### src/rtl/cordic_seq_ctrl.sv
// cordic_seq_ctrl: one-pass sequencer (load, then ITER exec/wait pairs) for the 4-lane CORDIC process array.
// Optional CORDIC_SEQ_ABORT_EN adds an abort input and an aborted pulse output.
module cordic_seq_ctrl #(
  parameter int WIDTH_SHIFT_BIT = 4,
  parameter int ITER = 16,
  parameter int WIDTH_INDEX = 2
) (
  input  logic clk,
  input  logic rst_n,
`ifdef CORDIC_SEQ_ABORT_EN
  input  logic abort,
  output logic aborted,
`endif
  input  logic start,
  input  logic mode_rot,
  input  logic [WIDTH_INDEX-1:0] index_in,
  input  logic sign_fb,
  output logic ce,
  output logic sel,
  output logic [WIDTH_SHIFT_BIT-1:0] shift,
  output logic [WIDTH_SHIFT_BIT-1:0] count,
  output logic [WIDTH_INDEX-1:0] index,
  output logic sign_in,
  output logic sign_rotation,
  output logic [ITER-1:0] dir_word,
  output logic busy,
  output logic done
);
  typedef enum logic [2:0] {IDLE, LOAD, LWAIT, EXEC, WAIT, DONE} state_t;
  localparam logic [WIDTH_SHIFT_BIT-1:0] K_LAST = WIDTH_SHIFT_BIT'(ITER - 1);
  state_t state;
  logic [WIDTH_SHIFT_BIT-1:0] k;
  logic [WIDTH_SHIFT_BIT-1:0] kn;
  logic s;
  logic ab;
  assign kn = k + 1'b1;
`ifdef CORDIC_SEQ_ABORT_EN
  assign ab = abort && state != IDLE;
  always_ff @(posedge clk or negedge rst_n)
    if (!rst_n) aborted <= 1'b0;
    else aborted <= ab;
`else
  assign ab = 1'b0;
`endif
  // sign_in is registered on entry to EXEC, so vectoring uses sign_fb directly rather than s
  always_ff @(posedge clk or negedge rst_n) begin
    if (!rst_n) begin
      state <= IDLE;
      k <= '0;
      s <= 1'b0;
      ce <= 1'b0;
      sel <= 1'b0;
      shift <= '0;
      count <= '0;
      index <= '0;
      sign_in <= 1'b0;
      sign_rotation <= 1'b0;
      dir_word <= '0;
      busy <= 1'b0;
      done <= 1'b0;
    end else begin
      ce <= 1'b0;
      sign_in <= 1'b0;
      done <= 1'b0;
      if (ab) begin
        state <= IDLE;
        busy <= 1'b0;
      end else begin
        case (state)
          IDLE: if (start) begin
            state <= LOAD;
            sign_rotation <= mode_rot;
            index <= index_in;
            k <= '0;
            busy <= 1'b1;
            ce <= 1'b1;
            sel <= 1'b0;
            shift <= '0;
            count <= '0;
          end
          LOAD: state <= LWAIT;
          LWAIT: begin
            if (!sign_rotation) s <= sign_fb;
            state <= EXEC;
            ce <= 1'b1;
            sel <= 1'b1;
            shift <= k;
            count <= k;
            sign_in <= sign_rotation ? dir_word[k] : sign_fb;
          end
          EXEC: begin
            if (!sign_rotation) dir_word[k] <= s;
            state <= WAIT;
          end
          WAIT: begin
            if (!sign_rotation) s <= sign_fb;
            if (k == K_LAST) begin
              state <= DONE;
              done <= 1'b1;
            end else begin
              k <= kn;
              state <= EXEC;
              ce <= 1'b1;
              sel <= 1'b1;
              shift <= kn;
              count <= kn;
              sign_in <= sign_rotation ? dir_word[kn] : sign_fb;
            end
          end
          DONE: begin
            state <= IDLE;
            busy <= 1'b0;
          end
          default: state <= IDLE;
        endcase
      end
    end
  end
endmodule
### config.mk
export PLATFORM = sky130hd
export DESIGN_NAME = cordic_seq_ctrl
export DESIGN_NICKNAME = d
export VERILOG_FILES = /design/src/rtl/cordic_seq_ctrl.sv
export SDC_FILE = /design/constraint.sdc
export NUM_CORES = 1
export LEC_CHECK = 0
export ABC_AREA = 1
export BUFFER_PORTS_ARGS = -buffer_cell sky130_fd_sc_hd__buf_2
export CAP_MARGIN = 10
export CORE_UTILIZATION = 54
export DETAILED_ROUTE_END_ITERATION = 10
export HOLD_SLACK_MARGIN = 0.02
export PLACE_DENSITY = 0.78
export SYNTH_ARGS = -nofsm -noshare
export SYNTH_HDL_FRONTEND = slang
export SYNTH_SLANG_ARGS = --single-unit
### constraint.sdc
create_clock -name clk -period 3.5 [get_ports clk]
set_input_delay 0.175 -clock clk [delete_from_list [all_inputs] [get_ports clk]]
set_output_delay 0.175 -clock clk [all_outputs]
set_load 0.01 [all_outputs]
==> results of run 1 <==
cell families after synthesis:
| group | after synthesis |
|---|---|
| AOI/OAI and AO/OA | 47 |
| buffers and inverters | 51 |
| DFF | 36 |
| xor gates and xnor gates | 3 |
| and+or+nand+nor | 123 |
| adders and majority gates | 4 |
final timing paths:
path | from | to | cells past startpoint
hold reg to reg | sel | sel | 2
max in group asynchronous | rst_n | dir_word[10] | 2
setup / recovery | k[1] | sign_in | 11
min in group asynchronous | rst_n | dir_word[5] | 2
setup reg to reg | k[1] | sign_in | 11
hold / removal | mode_rot | sign_rotation | 3
layer usage:
layer,share of wire (%),vias to the layer above,wire [microns],global-route usage [%]
li1,-,920,-,-
met1,46,855,2210,37.1
met2,47,67,2240,41.9
met3,5.3,14,255,4.71
met4,2.1,0,101,11.1
met5,0,-,0,0
critical path: cells and delay by family, from the launching register on:
family / cells / cell delay [ps]
flops: 1 / 530
compound gates: 1 / 120
buf+inv: 3 / 390
simple gates: 6 / 380
fa+ha+maj: 1 / 440
registers in the layout (all words and copies together), names as in the netlist:
signal	flops
index	2
done	1
count	4
busy	1
s	1
dir_word	16
state	3
sign_in	1
k	4
sel	1
sign_rotation	1
ce	1
stage by stage:
stage                     worst slack (ps)  hold slack [ps]  cells
after floorplan                       1850             -121    264
after global placement                1640              302    339
after detailed placement              1580              294    339
after CTS                             1550             84.4    348
after global routing                  1370              119    348
final                                 1530             84.2    348
synth_stat cells, drive strengths merged:
library cell  number  area (sq um)
nand2             76           288
inv               41           156
dfrtp             36           901
nand3             24           120
nor2              21           143
a21oi             18          93.8
o21ai             12          60.1
a31oi             10          62.6
buf                9          68.8
ha                 4          50.1
o22ai              3          18.8
o221ai             2          17.5
xor2               2          17.5
a31o               1          8.76
clkbuf             1          3.75
nand4              1          12.5
nor3               1          5.00
o211ai             1          7.51
xnor2              1          8.76
power groups by stage:
| stage | registers (W) | logic (W) | clock network [W] |
|---|---|---|---|
| floorplan | 0.000663 | 0.000671 | 0 |
| global placement | 0.000634 | 0.000908 | 0 |
| detailed placement | 0.000637 | 0.000915 | 0 |
| CTS | 0.000630 | 0.000925 | 0.000405 |
| global route | 0.000649 | 0.00104 | 0.000426 |
| finish | 0.000630 | 0.000928 | 0.000398 |
timing repair:
action	4_1_cts	5_1_grt
setup endpoints to repair	0	0
gates resized for setup	0	0
endpoints found under the hold margin	36	0
hold buffers	1	0
buffers inserted	0	0
area by class of cell:
class / count / area, sq um / area share [%]
Sequential cell: 36 / 901 / 38.1
Inverter: 41 / 156 / 6.62
Clock buffer: 7 / 96.3 / 4.08
Timing Repair Buffer: 40 / 208 / 8.79
Multi-Input combinational cell: 177 / 913 / 38.7
Tap cell: 46 / 57.6 / 2.44
Clock inverter: 1 / 30.0 / 1.27
==> summary.txt, run 1 <==
Die
  • Die area: 4030 sq um
  • Core ar.: 3470 sq um
  • Die Wd: 63.5 microns
  • Die height: 63.5 microns
  • Starting Density: 58.9%
  • Boundary pin count: 39
  • Site Rows: 21

Placed design
  • Port Buffer Count: 38
  • Post-placement cell area: 2230 sq um
  • Gpl congestion: 0.953
  • DP HPWL: 3510 microns

Yosys
  • Compound-Gate Fraction of Synth Area: 13.2%
  • YS warnings: 0
  • Synth Instances: 264
  • Synthesized area: 2040 sq um
  • Xor/xnor cell area share of the yosys netlist: 1.29%
  • Post-synthesis adder-cell area fraction: 2.45%
  • Syn_nets: 275
  • Post-Synth Simple-Gate Area: 27.8%
  • FF+latch count, synth: 36
  • Largest family of logic cells by synthesized area: simple AND/OR/NAND/NOR gates
  • Mux cell area share after synthesis: 0%
  • Synth unique cells: 29
  • Post-synthesis sequential area ratio: 44.1%
  • Syn Area/Cell: 7.74 sq um

Final layout
  • Final core utilization: 68.1%
  • Post-route cell area: 2360 sq um
  • Commonest non-fill, non-tap cell in the layout: nand2_1
  • Fin nets: 312
  • Fill count: 322
  • Layout cells sized above 1: 24.2%
  • Layout area overhead: 15.6%
  • Diode count: 0
  • Commonest cells after routing, fill and taps aside: nand2_1, buf_2, dfrtp_1, inv_1, nand3_1

Clocking
  • Num CTS Buffers: 5
  • CTS tree: yes
  • Reg clk slew, reported paths: 70 ps
  • Clk_lat worst skew: 290 ps
  • Max Buffers Root-to-Sink: 2
  • # clock sinks: 36
  • CTS Root Cell: clkbuf_8
  • H-Tree Depth: 2

Pwr
  • Pwr Density: 828 nW/um^2
  • Combinational share of power: 47.4%
  • Leak Pwr: 1.27 nW
  • P_sw: 0.000854 W
  • Peak VDD IR: 0.457 mV
  • Clock power share: 20.3%
  • Pwr Total: 0.00196 W
  • Seq pwr share: 32.2%
  • Net Sw Frac: 43.7%
  • Internal power: 0.00110 W

Global route
  • GR Overflow Total: 0
  • First-pass GRT wire length: 8160 microns
  • Initial antenna violation count: 0
  • Vias in the first global route: 1,707
  • All-Layer GR Usage: 27.0%
  • Pin count of the biggest net entering global routing: 37

Route
  • Vias: 1,856
  • DR WL/cell: 13.8 microns
  • Routed Antenna Nets: 0
  • Vias per cell: 5.33
  • DRC: 0
  • Pre-antenna DRT Iters: 4
  • Initial DRC count: 118
  • Final Routed Wirelength: 4800 microns

Timing
  • FMAX: 0.508 GHz
  • Hold Vio Cnt, Final: 0
  • Final Max Tran Viols: 0
  • Fin crit share: 56.2%
  • RSZ-0062 raised after global routing: no
  • Slew @ Worst Pin: 760 ps
  • Min cycle time layout: 1970 ps
  • Relative slew margins: 49.4%
  • Skew final: 5.16 ps
  • Total Negative Setup Slacks: 0 ps
  • Finish-stage setup viols: 0

Setup path
  • Critical path class: reg2reg
  • CP peak stage delay: 530 ps
  • Critical-path cell list: inv_1 -> ha_1 -> inv_1 -> o211ai_1 -> nand3_1 -> nand3_1 -> nand2_1 -> nand2_1 -> nand3_1 -> nand2_1 -> inv_1
  • WP data arrival: 2160 ps
  • Setup crit end kind: flop
  • Startpoint types: flop
  • Critical Path RT: 3690 ps
  • CP max stage cell: dfrtp_1
  • Crit Path Max Fanout: 8
  • Worst reg2reg setup slack: 1530 ps

Run
  • MaxCap Viol Count: 0

Hold path
  • Hold crit path type: in2reg

Run status
  • Outcome: finished, final reports clean
No activity file was read; power rests on OpenSTA's default activity.
==> run 2: changes to the inputs <==
- CORE_UTILIZATION: 54 -> 50
- PLACE_DENSITY: 0.78 -> 0.76
- clock period: 3.5 -> 1.6 ns (I/O delays scaled with it)
==> run 2 against run 1 <==
Effect of this change:
- clock skew barely moved
- routed wire length decreased by 1.0%
- via count is 3.6% higher
- first-iteration DRC count grew 5.1%
- clock power increased by 71%
- worst hold slack lost 52 ps
- core utilization fell by 1.8 points
- power grew 120%
- clock-buffer cell count unchanged
==> summary.txt, run 2 (same netlist as run 1, synthesis figures left out) <==
Run status
  • Outcome: finished, final reports clean

Global route
  • Vias in the first global route: 1,737 (+1.8%)
  • First-pass GRT wire length: 8020 microns (-1.7%)
  • Initial antenna violation count: 0 (unchanged)
  • GR Overflow Total: 0 (unchanged)
  • Pin count of the biggest net entering global routing: 37 (unchanged)
  • All-Layer GR Usage: 24.6% (-2.4 points)

Pwr
  • Seq pwr share: 31.8% (-0.4 points)
  • Peak VDD IR: 1.04 mV (+130%)
  • Pwr Total: 0.00430 W (+120%)
  • Internal power: 0.00239 W (+120%)
  • Leak Pwr: 1.35 nW (+5.7%)
  • Combinational share of power: 52.4% (+5.0 points)
  • Clock power share: 15.8% (-4.5 points)
  • P_sw: 0.00191 W (+120%)
  • Pwr Density: 1710 nW/um^2 (+110%)
  • Net Sw Frac: 44.5% (+0.81 points)

Die
  • Starting Density: 53.8% (-5.1 points)
  • Boundary pin count: 39 (unchanged)
  • Die height: 65.9 microns (+3.8%)
  • Die area: 4350 sq um (+7.7%)
  • Site Rows: 22 (+4.8%)
  • Core ar.: 3800 sq um (+9.5%)
  • Die Wd: 65.9 microns (+3.8%)

Route
  • Initial DRC count: 124 (+5.1%)
  • DRC: 0 (unchanged)
  • Vias: 1,922 (+3.6%)
  • Pre-antenna DRT Iters: 4 (unchanged)
  • Vias per cell: 5.19 (-2.6%)
  • Routed Antenna Nets: 0 (unchanged)
  • DR WL/cell: 12.8 microns (-6.9%)
  • Final Routed Wirelength: 4750 microns (-1.0%)

Final layout
  • Layout area overhead: 23.3%
  • Layout cells sized above 1: 28.6% (+4.4 points)
  • Post-route cell area: 2520 sq um (+6.7%)
  • Diode count: 0 (unchanged)
  • Reg with most FFs: dir_word
  • Fin nets: 332 (+6.4%)
  • Cell Count, Final, Fillers Out: 370 (+6.3%)
  • Commonest non-fill, non-tap cell in the layout: nand2_1
  • Max reg flops: 16 (unchanged)
  • Biggest regs: dir_word: 16 flops, count: 4 flops, k: 4 flops
  • Commonest cells after routing, fill and taps aside: nand2_1, buf_2, dfrtp_1, inv_1, nand3_1

Clocking
  • Max Buffers Root-to-Sink: 2 (unchanged)
  • CTS Root Cell: clkbuf_8
  • Reg clk slew, reported paths: 70 ps (about the same)
  • Clk_lat worst skew: 290 ps (about the same)
  • # clock sinks: 36 (unchanged)
  • H-Tree Depth: 2 (unchanged)
  • CTS tree: yes
  • Num CTS Buffers: 5 (unchanged)

Placed design
  • Placed cells: 355 (+4.7%)
  • Gpl congestion: 0.905 (-5.0%)
  • Port Buffer Count: 38 (unchanged)
  • Post-placement cell area: 2350 sq um (+5.4%)
  • DP HPWL: 3480 microns (-0.66%)

Timing
  • Hold Vio Cnt, Final: 0 (unchanged)
  • Slew @ Worst Pin: 454 ps (-305 ps)
  • Relative slew margins: 69.7% (+20 points)
  • Final Max Tran Viols: 0 (unchanged)
  • Min cycle time layout: 1570 ps (-401 ps)
  • Fin Hold WS: 32.4 ps (-51.8 ps)
  • Fin crit share: 97.9% (+42 points)
  • Skew final: 4.97 ps (-0.197 ps)
  • RSZ-0062 raised after global routing: yes
  • Finish-stage setup viols: 0 (unchanged)
  • FMAX: 0.638 GHz (+26%)

Setup path
  • Path depth of the worst reg2reg path: 11 (unchanged)
  • Critical path class: reg2reg
  • Setup crit end kind: flop
  • Critical Path RT: 1800 ps (-1890 ps)
  • WP data arrival: 1760 ps (-400 ps)
  • Crit Path Max Fanout: 5 (-3)
  • Startpoint types: flop

Hold path
  • Hold crit path type: in2reg
  • Hold Path Stages: 3 (unchanged)

Run
  • MaxCap Viol Count: 0 (unchanged)
run 2: cell count changes in the layout (fill, tap and decap cells not counted), sizes merged:
cell,delta
bufinv,-1
clkinvlp,+1
buf,+17
dlygate4sd3,+3
run 2: stage by stage:
stage	TNS [ps]	setup WS [ps]	utilization, %
after floorplan	0	39.4	-
after global placement	0	85.4	61.8
after detailed placement	0	16.4	61.8
after CTS	0	14.8	65.5
after global routing	-251	-76.5	66.3
final	0	33.6	66.3
run 2: final timing paths:
kind	start	slack [ps]	endpoint
setup / recovery	k[1]	30	sign_in
hold / removal	start	30	state[0]
setup reg to reg	k[1]	30	sign_in
hold reg to reg	sel	480	sel
max in group asynchronous	rst_n	930	done
min in group asynchronous	rst_n	350	dir_word[10]
run 2: final cells by class:
class / instances / area (sq um)
fill: 328 / 1280
timing repair buffer: 60 / 365
inverter: 41 / 156
clock inverter: 1 / 7.51
clock buffer: 7 / 86.3
tap: 48 / 60.1
multi-input combinational: 177 / 943
sequential: 36 / 901
run 2: power groups by stage:
stage | sequential [W] | clock (W) | combinational (W)
final | 0.00137 | 0.000679 | 0.00225
after global routing | 0.00141 | 0.000738 | 0.00251
after CTS | 0.00137 | 0.000686 | 0.00219
after detailed placement | 0.00138 | 0 | 0.00215
after global placement | 0.00138 | 0 | 0.00211
after floorplan | 0.00145 | 0 | 0.00149
run 2: critical path, cell delays in order (launching register included):
cell,delay [ps]
dfrtp_1,400
inv_1,150
ha_4,240
buf_4,140
nand3_1,90
nand3_1,80
nand3_1,70
nand2_1,60
nand2_1,60
nand3_1,70
nand2_1,70
inv_1,40
run 2: timing repair:
item | in CTS | in global routing
hold buffers | 4 | 0
hold endpoints to repair | 39 | 0
cloned | 0 | 0
gates resized for setup | 1 | 5
pin swaps | 0 | 2
setup buffers | 1 | 2
setup endpoints to repair | 2 | 7
run 2: per-layer routing:
layer	up-vias	routed length (microns)	track usage (%)	part of all wire (%)
li1	963	-	-	-
met1	898	2210	34.3	46
met2	54	2220	37.6	47
met3	7	240	5.34	5.1
met4	0	77	7.88	1.6
met5	-	0	0	0
